File: config.mk
export PLATFORM = sky130hd
export DESIGN_NAME = bist_response_analyzer
export DESIGN_NICKNAME = d
export VERILOG_FILES = /design/src/rtl/bist_pkg.sv /design/src/rtl/misr.sv /design/src/rtl/bist_response_analyzer.sv
export SDC_FILE = /design/constraint.sdc
export NUM_CORES = 1
export LEC_CHECK = 0
export ABC_AREA = 1
export BUFFER_PORTS_ARGS = -buffer_cell sky130_fd_sc_hd__buf_4
export CORE_ASPECT_RATIO = 0.9
export CORE_MARGIN = 4
export CORE_UTILIZATION = 40
export DETAILED_ROUTE_END_ITERATION = 8
export PLACE_DENSITY = 0.61
export SYNTH_ARGS = -nofsm -noshare
export SYNTH_HDL_FRONTEND = slang
export SYNTH_HIERARCHICAL = 1
export SYNTH_SLANG_ARGS = --single-unit
export TNS_END_PERCENT = 1
File: constraint.sdc
create_clock -name clk -period 2.8 [get_ports clk]
set_input_delay 0.42 -clock clk [delete_from_list [all_inputs] [get_ports clk]]
set_output_delay 0.42 -clock clk [all_outputs]
set_load 0.005 [all_outputs]
File: src/rtl/bist_pkg.sv
// rtl/bist_pkg.sv - shared types and defaults for the BIST response analyzer
//
// Purpose: analyzer FSM state type, default MISR/golden constants and the
// cycle counter width function shared by bist_response_analyzer and misr.
// Ports: none (package).

package bist_pkg;

  typedef enum logic [2:0] {
    IDLE    = 3'd0,
    ARMED   = 3'd1,
    COMPACT = 3'd2,
    COMPARE = 3'd3,
    REPORT  = 3'd4
  } bist_state_e;

  localparam int          DEF_WIDTH   = 16;
  localparam logic [15:0] DEF_POLY    = 16'hB400;
  localparam logic [15:0] DEF_SEED    = 16'hFFFF;
  localparam logic [15:0] DEF_GOLDEN  = 16'h0000;
  localparam int          DEF_NCYCLES = 650;

  // One bit of headroom above what NCYCLES needs, so an over-long run is
  // still distinguishable from an exact one before the counter saturates.
  function automatic int count_width(input int ncycles);
    return $clog2(ncycles + 1) + 1;
  endfunction

endpackage

File: src/rtl/misr.sv
// rtl/misr.sv - Galois multiple-input signature register
//
// Purpose: compacts one WIDTH-bit response word per enabled cycle into a
// signature. load re-seeds and takes priority over enable.
// Ports:
//   clk    in   clock, rising edge
//   reset  in   asynchronous, active-high; sig returns to SEED
//   load   in   synchronous re-seed to SEED
//   enable in   compact data this cycle
//   data   in   WIDTH response word
//   sig    out  WIDTH current signature (registered)

module misr #(
  parameter int               WIDTH = 16,
  parameter logic [WIDTH-1:0] POLY  = WIDTH'(bist_pkg::DEF_POLY),
  parameter logic [WIDTH-1:0] SEED  = {WIDTH{1'b1}}
) (
  input  logic             clk,
  input  logic             reset,
  input  logic             load,
  input  logic             enable,
  input  logic [WIDTH-1:0] data,
  output logic [WIDTH-1:0] sig
);

  logic [WIDTH-1:0] sig_q;
  logic [WIDTH-1:0] sig_d;

  always_comb begin
    sig_d = sig_q;
    if (load) begin
      sig_d = SEED;
    end else if (enable) begin
      // Shift left; the bit falling out of the MSB folds the polynomial back in.
      sig_d = {sig_q[WIDTH-2:0], 1'b0} ^ (sig_q[WIDTH-1] ? POLY : '0) ^ data;
    end
  end

  always_ff @(posedge clk or posedge reset) begin
    if (reset) begin
      sig_q <= SEED;
    end else begin
      sig_q <= sig_d;
    end
  end

  assign sig = sig_q;

endmodule

File: src/rtl/bist_response_analyzer.sv
// rtl/bist_response_analyzer.sv - MISR-based BIST response analyzer
//
// Purpose: follows the BIST controller's init/running/finish sequencing,
// compacts CUT responses into a MISR signature, counts compacted cycles and
// reports done/pass/fail against GOLDEN at the end of a run.
// Optional: define BIST_CYCLE_CHECK_EN to also require cycle_count==NCYCLES
// for a pass.
// Ports:
//   clk         in   clock, rising edge
//   reset       in   asynchronous, active-high
//   init        in   arm / restart pulse (highest priority)
//   running     in   qualifies compaction of cut_out
//   finish      in   ends the run, triggers compare
//   cut_out     in   WIDTH CUT response
//   signature   out  WIDTH current MISR contents
//   cycle_count out  compacted cycle count, saturating
//   done        out  result valid, held until init/reset
//   pass        out  run matched
//   fail        out  run mismatched

module bist_response_analyzer
  import bist_pkg::*;
#(
  parameter int               WIDTH   = DEF_WIDTH,
  parameter logic [WIDTH-1:0] POLY    = WIDTH'(DEF_POLY),
  parameter logic [WIDTH-1:0] SEED    = {WIDTH{1'b1}},
  parameter logic [WIDTH-1:0] GOLDEN  = WIDTH'(DEF_GOLDEN),
  parameter int               NCYCLES = DEF_NCYCLES
) (
  input  logic                              clk,
  input  logic                              reset,
  input  logic                              init,
  input  logic                              running,
  input  logic                              finish,
  input  logic [WIDTH-1:0]                  cut_out,
  output logic [WIDTH-1:0]                  signature,
  output logic [count_width(NCYCLES)-1:0]   cycle_count,
  output logic                              done,
  output logic                              pass,
  output logic                              fail
);

  localparam int CW = count_width(NCYCLES);

  bist_state_e   state_q, state_d;
  logic [CW-1:0] cnt_q, cnt_d;
  logic          done_q, done_d;
  logic          pass_q, pass_d;
  logic          fail_q, fail_d;
  logic          misr_load;
  logic          misr_en;
  logic          match;

  misr #(
    .WIDTH (WIDTH),
    .POLY  (POLY),
    .SEED  (SEED)
  ) u_misr (
    .clk    (clk),
    .reset  (reset),
    .load   (misr_load),
    .enable (misr_en),
    .data   (cut_out),
    .sig    (signature)
  );

`ifdef BIST_CYCLE_CHECK_EN
  assign match = (signature == GOLDEN) && (cnt_q == CW'(NCYCLES));
`else
  assign match = (signature == GOLDEN);
`endif

  always_comb begin
    state_d   = state_q;
    cnt_d     = cnt_q;
    done_d    = done_q;
    pass_d    = pass_q;
    fail_d    = fail_q;
    misr_load = 1'b0;
    misr_en   = 1'b0;

    if (init) begin
      // init wins over running/finish in every state and always re-arms.
      state_d   = ARMED;
      misr_load = 1'b1;
      cnt_d     = '0;
      done_d    = 1'b0;
      pass_d    = 1'b0;
      fail_d    = 1'b0;
    end else begin
      unique case (state_q)
        IDLE: begin
          state_d = IDLE;
        end
        ARMED, COMPACT: begin
          if (running) begin
            misr_en = 1'b1;
            if (cnt_q != {CW{1'b1}}) begin
              cnt_d = cnt_q + CW'(1);
            end
            state_d = COMPACT;
          end
          // A finish coinciding with running still compacts that last word.
          if (finish) begin
            state_d = COMPARE;
          end
        end
        COMPARE: begin
          done_d  = 1'b1;
          pass_d  = match;
          fail_d  = !match;
          state_d = REPORT;
        end
        REPORT: begin
          state_d = REPORT;
        end
        default: begin
          state_d = IDLE;
        end
      endcase
    end
  end

  always_ff @(posedge clk or posedge reset) begin
    if (reset) begin
      state_q <= IDLE;
      cnt_q   <= '0;
      done_q  <= 1'b0;
      pass_q  <= 1'b0;
      fail_q  <= 1'b0;
    end else begin
      state_q <= state_d;
      cnt_q   <= cnt_d;
      done_q  <= done_d;
      pass_q  <= pass_d;
      fail_q  <= fail_d;
    end
  end

  assign cycle_count = cnt_q;
  assign done        = done_q;
  assign pass        = pass_q;
  assign fail        = fail_q;

endmodule
; ---- After elaboration in Yosys (flattened, before gate mapping)
; Index checks and enable logic that the tools add are counted.
[totals]
input_bits = 21
wordCells = 46
regBits = 33
out_inout_bits = 30
[op_classes]
reduce_logical = 10
addsub = 1
bitwise = 2
eq_ne = 6
mux = 21
[ops]
columns = op, n
row1 = $mux W16, 3
row2 = $mux W11, 4
row3 = $xor A16 B16 Y16, 2
row4 = $logic_not A16 Y1, 1
row5 = $add A11 B1 Y11 const B, 1
row6 = $ne A11 B11 Y1 const B, 1
row7 = $mux W1, 10
row8 = $reduce_bool A2 Y1, 5
row9 = $mux W3, 3
row10 = $eq A3 B2 Y1 const B, 2
row11 = $pmux W3 S2, 1
row12 = $ne A4 B4 Y1 const B, 1
row13 = $reduce_or A2 Y1, 2
row14 = $eq A3 B1 Y1 const B, 1
row15 = $eq A3 B3 Y1 const B, 1
row16 = $reduce_and A3 Y1, 1
row17 = $logic_not A1 Y1, 1

; ---- Logic depth before layout (Yosys ltp)
[depth]
depth_word = 6
mapped_depth = 10
ltp_nobuf = 9

; ---- Hierarchy
; The synthesis kept the hierarchy.
[modules_own_cells]
columns = mod, instances, seq_area_each_um2, area_each_um2, cells_each
row1 = bist_response_analyzer, 1, 425.4, 1016.0, 144
row2 = misr, 1, 420.4, 840.8, 97

; ---- Worst setup path before layout
; No wires, ideal clock.
[synth_timing]
path_type = reg-to-reg
from = register state_q[1]
to = register u_misr.sig_q[1], in the netlist u_misr/sig[1]
path_stages_with_launch = 10
synth_period_minus_slack_ns = 1.518
path_buffers = 1
arrival_ns = 1.436
setup_time_ns = 0.082
t_required_ns = 2.718
path_slack_ns = 1.282
cell_sequence = dfrtp_1 > nand2_1 > nand2_1 > nor2_2 > nand2_1 > nor2_1 > inv_2 > buf_6 > a21oi_1 > o21ai_1
[synth_between]
elab_chain_len = 5
word_cells_on_any_way = 6
cone_classes = eq/ne: 2 / mux: 2 / reduce/logical: 2
[synth_lines]
columns = item, line
row1 = start: declaration, bist_response_analyzer.sv:45  ; bist_state_e state_q, state_d;
row2 = start signal: assignment, bist_response_analyzer.sv:132  ; state_q <= state_d;
row3 = $eq A3 B1 Y1 or $eq A3 B2 Y1 (tied branches), bist_response_analyzer.sv:91  ; unique case (state_q)
row4 = $reduce_or A2 Y1 (*), bist_response_analyzer.sv:91
row5 = $mux W1 (*), bist_response_analyzer.sv:91
row6 = $mux W1 (*), bist_response_analyzer.sv:82  ; if (init) begin
row7 = named net misr_en, bist_response_analyzer.sv:51  ; logic misr_en;
row8 = $reduce_bool A2 Y1 (no line) (*), --
row9 = end signal: assignment, misr.sv:43  ; sig_q <= sig_d;
row10 = end: declaration, misr.sv:26  ; logic [WIDTH-1:0] sig_q;
; The timed path passes the listed nets; every way through them passes the cells marked *.
; A chain may end at the register's enable or synchronous reset.

; ---- Worst setup path in the final report
[layout_timing]
from = register cnt_q[0], in the netlist cycle_count[0]
to = register cnt_q[7], in the netlist cycle_count[7]
[layout_between]
elab_chain_len = 5
word_cells_on_any_way = 8
cone_classes = add/sub: 1 / eq/ne: 1 / mux: 4 / reduce/logical: 2
[layout_lines]
columns = item, line
row1 = start: declaration, bist_response_analyzer.sv:46  ; logic [CW-1:0] cnt_q, cnt_d;
row2 = start signal: assignment, bist_response_analyzer.sv:133  ; cnt_q <= cnt_d;
row3 = $add A11 B1 Y11, bist_response_analyzer.sv:99  ; cnt_d = cnt_q + CW'(1);
row4 = $mux W11, bist_response_analyzer.sv:98  ; if (cnt_q != {CW{1'b1}}) begin
row5 = $mux W11, bist_response_analyzer.sv:96  ; if (running) begin
row6 = $mux W11, bist_response_analyzer.sv:91
row7 = $mux W11, bist_response_analyzer.sv:82
; Several ways; a longest one is shown, not always the timed one. The select of a mux whose other input is x is not followed.

==> key figures <==
Run status
  – Outcome: complete, no violations

Clock network
  – Clock network latency to the later pin of the worst-skew pair: just under 300 ps
  – Post-CTS Hold Buffers: 0
  – Clock Pin Slew Worst Setup and Hold Paths: approximately 70 ps
  – H-tree depth: 2
  – Inserted Clock Buffers: 5
  – CTS tree: yes
  – Root Buffer: clkbuf_8
  – Sink Count: 33
  – CTS Buffer Depth: 2
  – Post-CTS resize count: 0
  – Post-CTS setup buffers: 0

STA
  – Setup violators final: 0
  – Final setup margin: 953 ps
  – Post-route setup TNS: 0 ps
  – F_max: 0.542 GHz
  – Slew Limit Headroom: a little under three fifths
  – Min Hold Slack: 227 ps
  – Worst clock skew: 5.16 ps
  – Final hold violations: 0
  – Max Slew Vio Count: 0
  – Fin crit share: approximately 66%
  – Fin crit period: approximately 1800 ps
  – Slew @ Worst Pin: ~660 ps
  – Unrepaired setup endpoints after global routing: false

Yosys
  – Post-Syn Area: 1860 µm²
  – Cells after synthesis: approximately 240
  – Synth Register Bits: 33
  – Seq/Total Area, Yosys: between 40% and 50%
  – Post-synth top area share: 22.9%
  – Asr flop ratio synth: between 90% and 100%
  – Synth cell types: 25
  – EDFF count, synth: 0
  – Post-Syn Nets: ~260
  – YS warnings: 6
  – Synth area leaders: dfrtp_1 23%, dfstp_2 23%, nand2_1 15%
  – Yosys top cell by area: dfrtp_1
  – Post-synth top flop: dfrtp_1
  – Mean Syn Cell Area: about 7.7 µm²

Drt
  – DRT Pass-1 Iters: 4
  – Initial drt markers: ~110
  – Via density: 4.78
  – Residual DRC: 0
  – Post-DR wirelength/cell: between 10 and 15 µm
  – Remaining antenna violation count: 0
  – Routed WL: roughly 4200 µm
  – DR vias: approximately 1.7k

Floorplanning
  – Cell row count: 23
  – Starting Density: between 40% and 50%
  – Width of the die: 79.8 µm
  – I/O Pins: between 50 and 60
  – Core area: 4460 µm²
  – Die area: between 5000 and 6000 µm²
  – Die height: 72.6 µm

Cells and area
  – FILL cells: about 440
  – Area occupied by multi-input gates: between 800 and 900 µm²
  – Register Area: between 800 and 900 µm²
  – Share of layout cells above drive strength 1: 28.7%
  – Antenna diode count: 0
  – Layout Nets: ~310
  – Area delta synth->final: 27.9%

Worst setup path
  – Largest fanout on the critical path: 12
  – Reg2reg start: cycle_count[0]$_DFFE_PP0P_
  – Worst reg2reg path depth: 9
  – Critical path class: flop to flop
  – Register-to-Register Setup Slack: approximately 950 ps
  – CP arrival: ~2000 ps
  – CP endpoint kind: flop
  – WP data required: between 2000 and 3000 ps
  – RR Endpoint: cycle_count[7]$_DFFE_PP0P_
  – Worst setup SP type: flop

Placed design
  – IO Port Bufs: 50
  – Setup WS pre-CTS: ~960 ps
  – Hpwl dp: 3100 µm
  – Gpl congestion: 0.768

Pwr
  – Peak supply drop: between 0.2 and 0.3 mV
  – Leakage power total: ~1.2 nW
  – Power Density: ~520 nW/µm²

Global routing
  – Total track usage: between 10% and 20%
  – Grt total ovfl: 0
  – Vias in the first global route: ~1.6k
  – Largest net degree at the start of global routing: 27
  – First-pass GRT wire length: roughly 7200 µm
  – Initial antenna violation count: 0

Min path
  – Min-delay worst type: input pin to async pin

Flow run
  – Max_cap viols: 0
-- through the flow --
stage / instance area (µm²) / power, mW / utilization [%] / std cells
global placement: 2260 / 0.813 / 50.7 / 347
global route: 2370 / 1.31 / 53.2 / 355
detailed placement: 2260 / 0.816 / 50.7 / 347
finish: 2370 / 1.24 / 53.2 / 355
floorplan: 1860 / 0.719 / - / 241
CTS: 2370 / 1.26 / 53.2 / 355
-- cell usage after synthesis (2+ instances only) --
cell type / instances
nor2_4: 2
nand3b_1: 2
inv_2: 2
buf_6: 2
o21ai_1: 11
nor2_1: 20
buf_4: 2
xnor2_1: 11
dfstp_2: 16
nor2_2: 4
dfrtp_1: 17
nand2_1: 72
nand4_1: 10
nor3_1: 2
a21oi_1: 15
or2_2: 2
xor2_1: 2
nand3_1: 22
inv_1: 21
-- registers in the layout, summed over array words and instances, names as in the netlist --
name and cells:
u_misr/sig 16, cycle_count 11, state_q 3, done 1, fail 1, pass 1
-- report_power, final --
| part | internal (mW) | leakage (nW) | switching, mW | total, mW |
|---|---|---|---|---|
| Combinational | 0.109 | 0.713 | 0.120 | 0.229 |
| Sequential | 0.532 | 0.400 | 0.0435 | 0.575 |
| Clock | 0.254 | 0.0566 | 0.178 | 0.432 |
| Total | 0.895 | 1.17 | 0.342 | 1.24 |
-- logic make-up after synthesis --
logic type / Yosys count / synth area share (%)
flops: 33 / 45.6
buf+inv: 29 / 7.14
compound gates: 28 / 7.68
simple gates: 137 / 32.8
fa+ha+maj: 1 / 0.674
xor+xnor: 13 / 6.13
-- layer usage --
layer,vias up,track usage [%],part of all wire [%],routed length [µm]
met1,756,22.3,48,2050
met3,7,4.32,7.5,319
li1,880,-,-,-
met5,-,0,0,0
met4,0,7.32,1.8,78
met2,54,23.0,42,1790
-- cell type report --
class / count / area share [%]
repair buffers: 50 / 15.8
well taps: 62 / 3.27
flip-flops and latches: 33 / 35.6
inverters: 23 / 3.64
clock buffers: 8 / 4.69
multi-input cells: 179 / 37.0
-- worst max path at each step --
stage	startpoint	end	slack [ps]	cells past startpoint
finish	cycle_count[0]$_DFFE_PP0P_	cycle_count[7]$_DFFE_PP0P_	950	9
CTS	state_q[1]$_DFFE_PP0P_	u_misr/sig[7]$_DFFE_PP1P_	940	8
global route	state_q[1]$_DFFE_PP0P_	u_misr/sig[7]$_DFFE_PP1P_	610	8
detailed placement	state_q[1]$_DFFE_PP0P_	u_misr/sig[7]$_DFFE_PP1P_	960	8
floorplan	state_q[1]$_DFFE_PP0P_	u_misr/sig[1]$_DFFE_PP1P_	1280	9
global placement	state_q[1]$_DFFE_PP0P_	u_misr/sig[5]$_DFFE_PP1P_	950	8
-- cells in the final DEF, fill, tap and decap left out, drive strengths merged, types with 8 or more instances in the layout --
| cell type | netlist | routed |
|---|---|---|
| nand2 | 73 | 73 |
| o21ai | 12 | 12 |
| nand3 | 22 | 22 |
| nand4 | 10 | 10 |
| nor2 | 26 | 26 |
| a21oi | 15 | 15 |
| inv | 23 | 23 |
| xnor2 | 11 | 11 |
| buf | 5 | 50 |
| dfstp | 16 | 16 |
| clkbuf | 1 | 8 |
| dfrtp | 17 | 17 |
-- worst max-delay path, stage by stage (launching register included) --
cell,delay [ps]
dfrtp_1,440
ha_1,290
inv_1,110
nor2_4,60
nand2_1,90
nor2_2,40
nor2_2,410
nor2_4,140
nand2_1,90
nand2_1,50
(Power assumes the default switching activity.)
